File: config.mk
export PLATFORM = sky130hd
export DESIGN_NAME = checkpoint_recovery_ctrl_flat
export DESIGN_NICKNAME = d
export VERILOG_FILES = /design/src/rtl/checkpoint_recovery_if.sv /design/src/rtl/checkpoint_recovery_ctrl.sv /design/src/flat_wrapper.sv
export SDC_FILE = /design/constraint.sdc
export NUM_CORES = 1
export LEC_CHECK = 0
export BUFFER_PORTS_ARGS = -buffer_cell sky130_fd_sc_hd__buf_4
export CAP_MARGIN = 10
export CORE_UTILIZATION = 40
export CTS_CLUSTER_DIAMETER = 120
export DETAILED_ROUTE_END_ITERATION = 6
export REMOVE_ABC_BUFFERS = 1
export SLEW_MARGIN = 10
export SYNTH_ARGS = -nofsm -noshare
export SYNTH_HDL_FRONTEND = slang
export SYNTH_SLANG_ARGS = --single-unit
File: constraint.sdc
create_clock -name clk -period 8.3 [get_ports clk]
set_input_delay 1.66 -clock clk [delete_from_list [all_inputs] [get_ports clk]]
set_output_delay 1.66 -clock clk [all_outputs]
set_load 0.01 [all_outputs]
File: src/rtl/checkpoint_recovery_if.sv
// ---------------------------------------------------------------------------
// checkpoint_recovery_if
// Bundles the signals between the branch units, the checkpointer and the
// recovery controller.
//
// Handshake: there is no backpressure on this bus. A resolution lane carries
// a result in every cycle its res_valid bit is high. validate/validated_id
// are qualified by validate[i]. recall_checkpoint and restore_en are
// single-cycle strobes. flush_frontend and recovery_stall are levels.
//
// Modports:
//   master - branch units / checkpointer side (drives the res_* lanes and
//            checkpoint_back, observes the recovery outputs)
//   slave  - recovery controller side
// ---------------------------------------------------------------------------
interface checkpoint_recovery_if #(
    parameter int NUM_CHECKPOINTS = 8,
    parameter int NUM_RESOLVE     = 2
);
    localparam int CPW = $clog2(NUM_CHECKPOINTS);

    logic [NUM_RESOLVE-1:0]          res_valid;
    logic [NUM_RESOLVE-1:0][CPW-1:0] res_id;
    logic [NUM_RESOLVE-1:0]          res_mispredict;
    logic [CPW-1:0]                  checkpoint_back;

    logic [NUM_RESOLVE-1:0]          validate;
    logic [NUM_RESOLVE-1:0][CPW-1:0] validated_id;
    logic                            recall_checkpoint;
    logic [CPW-1:0]                  recall_id;
    logic                            restore_en;
    logic                            flush_frontend;
    logic                            recovery_stall;
    logic                            busy;

    modport master (
        output res_valid, res_id, res_mispredict, checkpoint_back,
        input  validate, validated_id, recall_checkpoint, recall_id,
               restore_en, flush_frontend, recovery_stall, busy
    );

    modport slave (
        input  res_valid, res_id, res_mispredict, checkpoint_back,
        output validate, validated_id, recall_checkpoint, recall_id,
               restore_en, flush_frontend, recovery_stall, busy
    );
endinterface

File: src/rtl/checkpoint_recovery_ctrl.sv
// ---------------------------------------------------------------------------
// checkpoint_recovery_ctrl
// Turns branch resolutions into checkpoint validations. It also drives the
// oldest misprediction through a recall -> restore -> flush sequence while
// the frontend is stalled.
//
// Ports:
//   clk          clock
//   reset        asynchronous, active-high reset
//   bus          checkpoint_recovery_if.slave (resolution lanes in;
//                validate / recall / restore / flush / stall / busy out)
//   o_dbg_state  current FSM state, for observation only
// ---------------------------------------------------------------------------
module checkpoint_recovery_ctrl #(
    parameter int NUM_CHECKPOINTS = 8,
    parameter int NUM_RESOLVE     = 2,
    parameter int FLUSH_CYCLES    = 2
) (
    input  logic                  clk,
    input  logic                  reset,
    checkpoint_recovery_if.slave  bus,
    output logic [1:0]            o_dbg_state
);
    localparam int CPW = $clog2(NUM_CHECKPOINTS);
    localparam int FCW = (FLUSH_CYCLES > 1) ? $clog2(FLUSH_CYCLES) : 1;

    typedef enum logic [1:0] {
        S_IDLE    = 2'd0,
        S_RECALL  = 2'd1,
        S_RESTORE = 2'd2,
        S_FLUSH   = 2'd3
    } state_t;

    state_t         r_state,      w_state_nxt;
    logic [CPW-1:0] r_active_id,  w_active_id_nxt;
    logic [CPW-1:0] r_active_age, w_active_age_nxt;
    logic [FCW-1:0] r_flush_cnt,  w_flush_cnt_nxt;

    logic [NUM_RESOLVE-1:0][CPW-1:0] w_lane_age;
    logic                            w_cand_found;
    logic [CPW-1:0]                  w_cand_id;
    logic [CPW-1:0]                  w_cand_age;
    logic                            w_idle;
    logic                            w_preempt;
    logic                            w_keep_all;
    logic [CPW-1:0]                  w_ref_age;

    // Age is the distance from the oldest live checkpoint. It wraps in CPW
    // bits. The strict '<' makes the lowest lane win on an age tie.
    always_comb begin
        w_lane_age   = '0;
        w_cand_found = 1'b0;
        w_cand_id    = '0;
        w_cand_age   = '0;
        for (int i = 0; i < NUM_RESOLVE; i++) begin
            w_lane_age[i] = bus.res_id[i] - bus.checkpoint_back;
            if (bus.res_valid[i] && bus.res_mispredict[i] &&
                (!w_cand_found || (w_lane_age[i] < w_cand_age))) begin
                w_cand_found = 1'b1;
                w_cand_id    = bus.res_id[i];
                w_cand_age   = w_lane_age[i];
            end
        end
    end

    assign w_idle    = (r_state == S_IDLE);
    assign w_preempt = !w_idle && w_cand_found && (w_cand_age < r_active_age);

    always_ff @(posedge clk or posedge reset) begin
        if (reset) begin
            r_state      <= S_IDLE;
            r_active_id  <= '0;
            r_active_age <= '0;
            r_flush_cnt  <= '0;
        end else begin
            r_state      <= w_state_nxt;
            r_active_id  <= w_active_id_nxt;
            r_active_age <= w_active_age_nxt;
            r_flush_cnt  <= w_flush_cnt_nxt;
        end
    end

    always_comb begin
        w_state_nxt      = r_state;
        w_active_id_nxt  = r_active_id;
        w_active_age_nxt = r_active_age;
        w_flush_cnt_nxt  = r_flush_cnt;
        if (w_idle) begin
            if (w_cand_found) begin
                w_state_nxt      = S_RECALL;
                w_active_id_nxt  = w_cand_id;
                w_active_age_nxt = w_cand_age;
            end
        end else if (w_preempt) begin
            // An older misprediction restarts the whole sequence on itself.
            w_state_nxt      = S_RECALL;
            w_active_id_nxt  = w_cand_id;
            w_active_age_nxt = w_cand_age;
        end else begin
            case (r_state)
                S_RECALL:  w_state_nxt = S_RESTORE;
                S_RESTORE: begin
                    w_state_nxt     = S_FLUSH;
                    w_flush_cnt_nxt = FCW'(FLUSH_CYCLES - 1);
                end
                S_FLUSH: begin
                    if (r_flush_cnt == '0) w_state_nxt = S_IDLE;
                    else w_flush_cnt_nxt = r_flush_cnt - FCW'(1);
                end
                default:   w_state_nxt = S_IDLE;
            endcase
        end
    end

    // Recovery strobes come only from the state register.
    assign bus.recall_checkpoint = (r_state == S_RECALL);
    assign bus.recall_id         = (r_state == S_RECALL) ? r_active_id : '0;
    assign bus.restore_en        = (r_state == S_RESTORE);
    assign bus.flush_frontend    = (r_state == S_FLUSH);
    assign bus.busy              = !w_idle;
    assign bus.recovery_stall    = !reset && (!w_idle || w_cand_found);
    assign o_dbg_state           = r_state;

    // Anything at or younger than the recovery point is squashed. The
    // recovery point is the new candidate when one is being taken this
    // cycle. Otherwise it is the recovery already in flight.
    assign w_keep_all = w_idle && !w_cand_found;
    assign w_ref_age  = (w_idle || w_preempt) ? w_cand_age : r_active_age;

    always_comb begin
        bus.validate     = '0;
        bus.validated_id = '0;
        if (!reset) begin
            for (int i = 0; i < NUM_RESOLVE; i++) begin
                bus.validate[i]     = bus.res_valid[i] && !bus.res_mispredict[i] &&
                                      (w_keep_all || (w_lane_age[i] < w_ref_age));
                bus.validated_id[i] = bus.res_id[i];
            end
        end
    end
endmodule

File: src/flat_wrapper.sv
// flat-port wrapper written by rule: the top's interface ports become plain ports
module checkpoint_recovery_ctrl_flat 
#(
    parameter int NUM_CHECKPOINTS = 8,
    parameter int NUM_RESOLVE     = 2,
    parameter int FLUSH_CYCLES    = 2
)
  (clk, reset, o_dbg_state, bus_res_valid, bus_res_id, bus_res_mispredict, bus_checkpoint_back, bus_validate, bus_validated_id, bus_recall_checkpoint, bus_recall_id, bus_restore_en, bus_flush_frontend, bus_recovery_stall, bus_busy);
  checkpoint_recovery_if #(.NUM_CHECKPOINTS(NUM_CHECKPOINTS), .NUM_RESOLVE(NUM_RESOLVE)) bus_i ();
  input  logic clk;
  input  logic reset;
  output logic [1:0] o_dbg_state;
  input wire logic [$bits(bus_i.res_valid)-1:0] bus_res_valid;
  input wire logic [$bits(bus_i.res_id)-1:0] bus_res_id;
  input wire logic [$bits(bus_i.res_mispredict)-1:0] bus_res_mispredict;
  input wire logic [$bits(bus_i.checkpoint_back)-1:0] bus_checkpoint_back;
  output wire logic [$bits(bus_i.validate)-1:0] bus_validate;
  output wire logic [$bits(bus_i.validated_id)-1:0] bus_validated_id;
  output wire logic [$bits(bus_i.recall_checkpoint)-1:0] bus_recall_checkpoint;
  output wire logic [$bits(bus_i.recall_id)-1:0] bus_recall_id;
  output wire logic [$bits(bus_i.restore_en)-1:0] bus_restore_en;
  output wire logic [$bits(bus_i.flush_frontend)-1:0] bus_flush_frontend;
  output wire logic [$bits(bus_i.recovery_stall)-1:0] bus_recovery_stall;
  output wire logic [$bits(bus_i.busy)-1:0] bus_busy;
  assign bus_i.res_valid = bus_res_valid;
  assign bus_i.res_id = bus_res_id;
  assign bus_i.res_mispredict = bus_res_mispredict;
  assign bus_i.checkpoint_back = bus_checkpoint_back;
  assign bus_validate = bus_i.validate;
  assign bus_validated_id = bus_i.validated_id;
  assign bus_recall_checkpoint = bus_i.recall_checkpoint;
  assign bus_recall_id = bus_i.recall_id;
  assign bus_restore_en = bus_i.restore_en;
  assign bus_flush_frontend = bus_i.flush_frontend;
  assign bus_recovery_stall = bus_i.recovery_stall;
  assign bus_busy = bus_i.busy;
  checkpoint_recovery_ctrl #(.NUM_CHECKPOINTS(NUM_CHECKPOINTS), .NUM_RESOLVE(NUM_RESOLVE), .FLUSH_CYCLES(FLUSH_CYCLES)) u_core (.clk(clk), .reset(reset), .bus(bus_i), .o_dbg_state(o_dbg_state));
endmodule
==> summary.md <==
| Metric | Value |
|---|---|
| Synth area leaders | `dfrtp_1 19%, ha_1 13%, mux2_4 5.1%` |
| Ports | `33` |
| Synth top area share | `0.1917` |
| Largest area contributor in the netlist | `dfrtp_1` |
| Post-DRT Antenna Nets | `0` |
| CP dominant cell by count | `ha_1` |
| CORE AREA | `2758 sq um` |
| Initial Utilization | `0.4260` |
| Final net count | `~200` |
| FILL cells | `277` |
| Reg2Reg Depth | `8` |
| Clock root buffer | `clkbuf_4` |
| Layout cells sized above 1 | `0.3023` |
| Final global-route overflow total | `0` |
| CP endpoint kind | `primary output` |
| Mapped cell area | `1175 sq um` |
| Post-synth ARST share | `1.000` |
| Final max-slew violation count | `0` |
| DR WL/cell | `14.65 um` |
| Synth cell types | `46` |
| HP Start | `u_core.r_active_id[0]` |
| Overall Global Routing Usage | `0.2018` |
| Die Ht | `56.20 um` |
| Htree depth | `1` |
| Ant diodes | `0` |
| Starting DRT DRC Count | `38` |
| Hold Path Class | `flop to flop` |
| Clk sinks | `9` |
| Dpl hpwl | `approximately 2500 um` |
| Post-route cell area | `1476 sq um` |
| Cells after Synth | `around 140` |
| Fin Setup TNS | `0 ns` |
| Initial antenna violation count | `0` |
| Multi-input combinational cell area | `892.1 sq um` |
| Num rows | `19` |
| Avg Inst Size Synth | `between 8 and 9 sq um` |
| Sequential Area | `approximately 230 sq um` |
| Crit Path Class | `primary input to primary output` |
| RSZ-0062 raised after global routing | `false` |
| Yosys warning total | `0` |
| Buf+Inv Stages, Crit Path | `5` |
| Longest Clk Path Bufs | `2` |
| Clock Power Share | `0.090` |
| Comb pwr share | `0.697` |
| Worst EP arrival | `6.23 ns` |
| Sw Pwr | `173.5 uW` |
| # Max-Cap Violations | `0` |
| R2r endpoint | `u_core.r_active_id[2]` |
| CP Launch Point | `bus_res_id[0]` |
| Placer Congestion | `approximately 0.84` |
| Final min period | `7.888 ns` |
| Sequential share of power | `0.213` |
| Clk_lat worst skew | `between 0.2 and 0.3 ns` |
| Critical Path RT | `roughly 6.6 ns` |
| # DRC | `0` |
| Routed WL | `about 3000 um` |
| Max stage delay on crit path | `0.37 ns` |
| CP Cell Sequence | `buf_4, inv_1, ha_1, inv_1, fa_1, xnor2_1, nand2_1, ha_1, or2_2, a21oi_2, o21ai_1, o31ai_1, ha_1, a21oi_1, a31o_2, inv_2, nand2_1, mux2i_1, ha_1, o21ai_0, nand3_1, o31ai_2, buf_4` |
| Final worst-path cycle share | `0.9504` |
| Final setup vio count | `0` |
| Die area | `3158 sq um` |
| Vias in the first global route | `roughly 1100` |
| Worst Tran Pin Value | `0.5539 ns` |
| Ys flop type | `dfrtp_1` |
| Synth cell count leaders | `15 x nand2_1, 13 x inv_1, 12 x ha_1` |
| DIE WIDTH | `~56 um` |
| Pleak | `about 0.7 nW` |
| Max Fclk | `roughly 130 MHz` |
| Sw Share | `0.4622` |
| FF+latch count, synth | `9` |
| CTS Buf Count | `3` |
| Fin. Hold Viols | `0` |
| Status | `completed` |
| Levels on crit path | `23` |
| Placement Cell Area | `approximately 1400 sq um` |
| Pwr/cell area | `approximately 250 nW/um^2` |
| Layout Area Growth over Synthesis | `25.67%` |
| Hold-fix buffer count after cts | `0` |
| Max IR drop VDD | `about 0.17 mV` |
| EDFF count, synth | `0` |
| R2r setup slk | `just over 6 ns` |
| Crit-path max FO | `9` |
| Cell Int Power | `between 200 and 250 uW` |
| Port bufs | `32` |
| Crit start category | `primary input` |
| RR Startpoint | `u_core.r_active_age[2]` |
| Drt first pass iters | `4` |
| Global-route wire length before repair | `roughly 5100 um` |
| Pin count of the biggest net entering global routing | `11` |
| Routed vias | `1166` |
| Normalized max-slew margin | `0.6307` |
| Count leader, synth | `nand2_1` |
| Worst Clk Skew | `~0.0077 ns` |
| Clock slew at reported path FFs | `roughly 0.070 ns` |
| CP top delay family | `compound AO/OA/AOI/OAI gates` |
| Vias per inst | `5.744` |
| Max stage delay cell, worst path | `fa_1` |
| End of the critical path | `bus_validate[1]` |
| TritonCTS clock tree | `done` |
| Post-synthesis sequential area ratio | `0.1917` |
-- per-layer routing --
layer,wire (um),track usage
met1,1372,0.2672
met5,0,0
met4,45,0.06969
met3,131,0.02093
met2,1424,0.3401
-- state kept, by name, indices dropped and copies added, names as in the netlist --
name	cells
u_core.r_active_age	3
u_core.r_active_id	3
u_core.o_dbg_state	2
u_core.r_flush_cnt	1
-- layout by cell type (no fill, tap or decap), drive strengths merged, types with 2 or more instances in the layout --
cell,instances
a21oi,7
a22o,2
a22oi,3
a311o,2
a31oi,2
and2,6
buf,32
clkbuf,3
dfrtp,9
fa,2
ha,12
inv,14
mux2,4
nand2,15
nand2b,2
nand3,5
nand4,2
nor2,7
nor2b,4
o21ai,10
o31ai,5
or3,3
xnor2,2
xor2,2
-- kinds of logic (layout without fill, tap and decap cells) --
family | after synthesis | after routing | synth area share
buffers and inverters | 16 | 50 | 0.05218
adders and majority gates | 14 | 14 | 0.1619
muxes | 5 | 5 | 0.05964
DFF | 9 | 9 | 0.1917
xor gates and xnor gates | 4 | 4 | 0.02982
AOI/OAI and AO/OA | 41 | 41 | 0.2737
and+or+nand+nor | 49 | 49 | 0.2311
-- power by group through the flow --
stage                     Combinational (mW)  Sequential, mW  Clock (mW)
after floorplan                        0.184          0.0782           0
after global placement                 0.257          0.0806           0
final                                  0.262          0.0801      0.0337
after detailed placement               0.261          0.0810           0
after global routing                   0.290          0.0836      0.0378
after CTS                              0.262          0.0803      0.0342
-- through the flow --
stage	hold slack [ns]	worst slack [ns]	total power [mW]	cells	utilization
2_1_floorplan	0.4734	1.157	0.2622	136	-
3_3_place_gp	0.4924	0.2975	0.3371	199	0.5240
3_5_place_dp	0.4969	0.2626	0.3416	199	0.5240
4_1_cts	0.5122	0.2314	0.3765	203	0.5340
5_1_grt	0.5210	0.02710	0.4115	203	0.5354
6_report	0.5153	0.4117	0.3754	203	0.5354
-- timing repair --
| action | 4_1_cts | 5_1_grt |
|---|---|---|
| setup endpoints to repair | 0 | 2 |
| setup buffers | 0 | 0 |
| gates resized for setup | 0 | 1 |
-- worst min-delay path by stage --
| stage | endpoint | slack, ns | cells after the start |
|---|---|---|---|
| final | u_core.r_active_id[0] | 0.52 | 1 |
| after global placement | u_core.r_active_id[2] | 0.49 | 1 |
| after CTS | u_core.r_active_id[0] | 0.51 | 1 |
| after global routing | u_core.r_active_id[1] | 0.52 | 1 |
| after detailed placement | u_core.r_active_id[0] | 0.50 | 1 |
| after floorplan | u_core.r_active_id[2] | 0.47 | 1 |
-- final cells by class --
cell class	instances	share of cell area
Multi-Input combinational cell	113	0.6042
Timing Repair Buffer	32	0.1627
Sequential cell	9	0.1525
Inverter	14	0.03559
Tap cell	31	0.02627
Clock buffer	3	0.01525
Clock inverter	1	0.003390
Note: power is estimated with default switching activity, not from simulation.
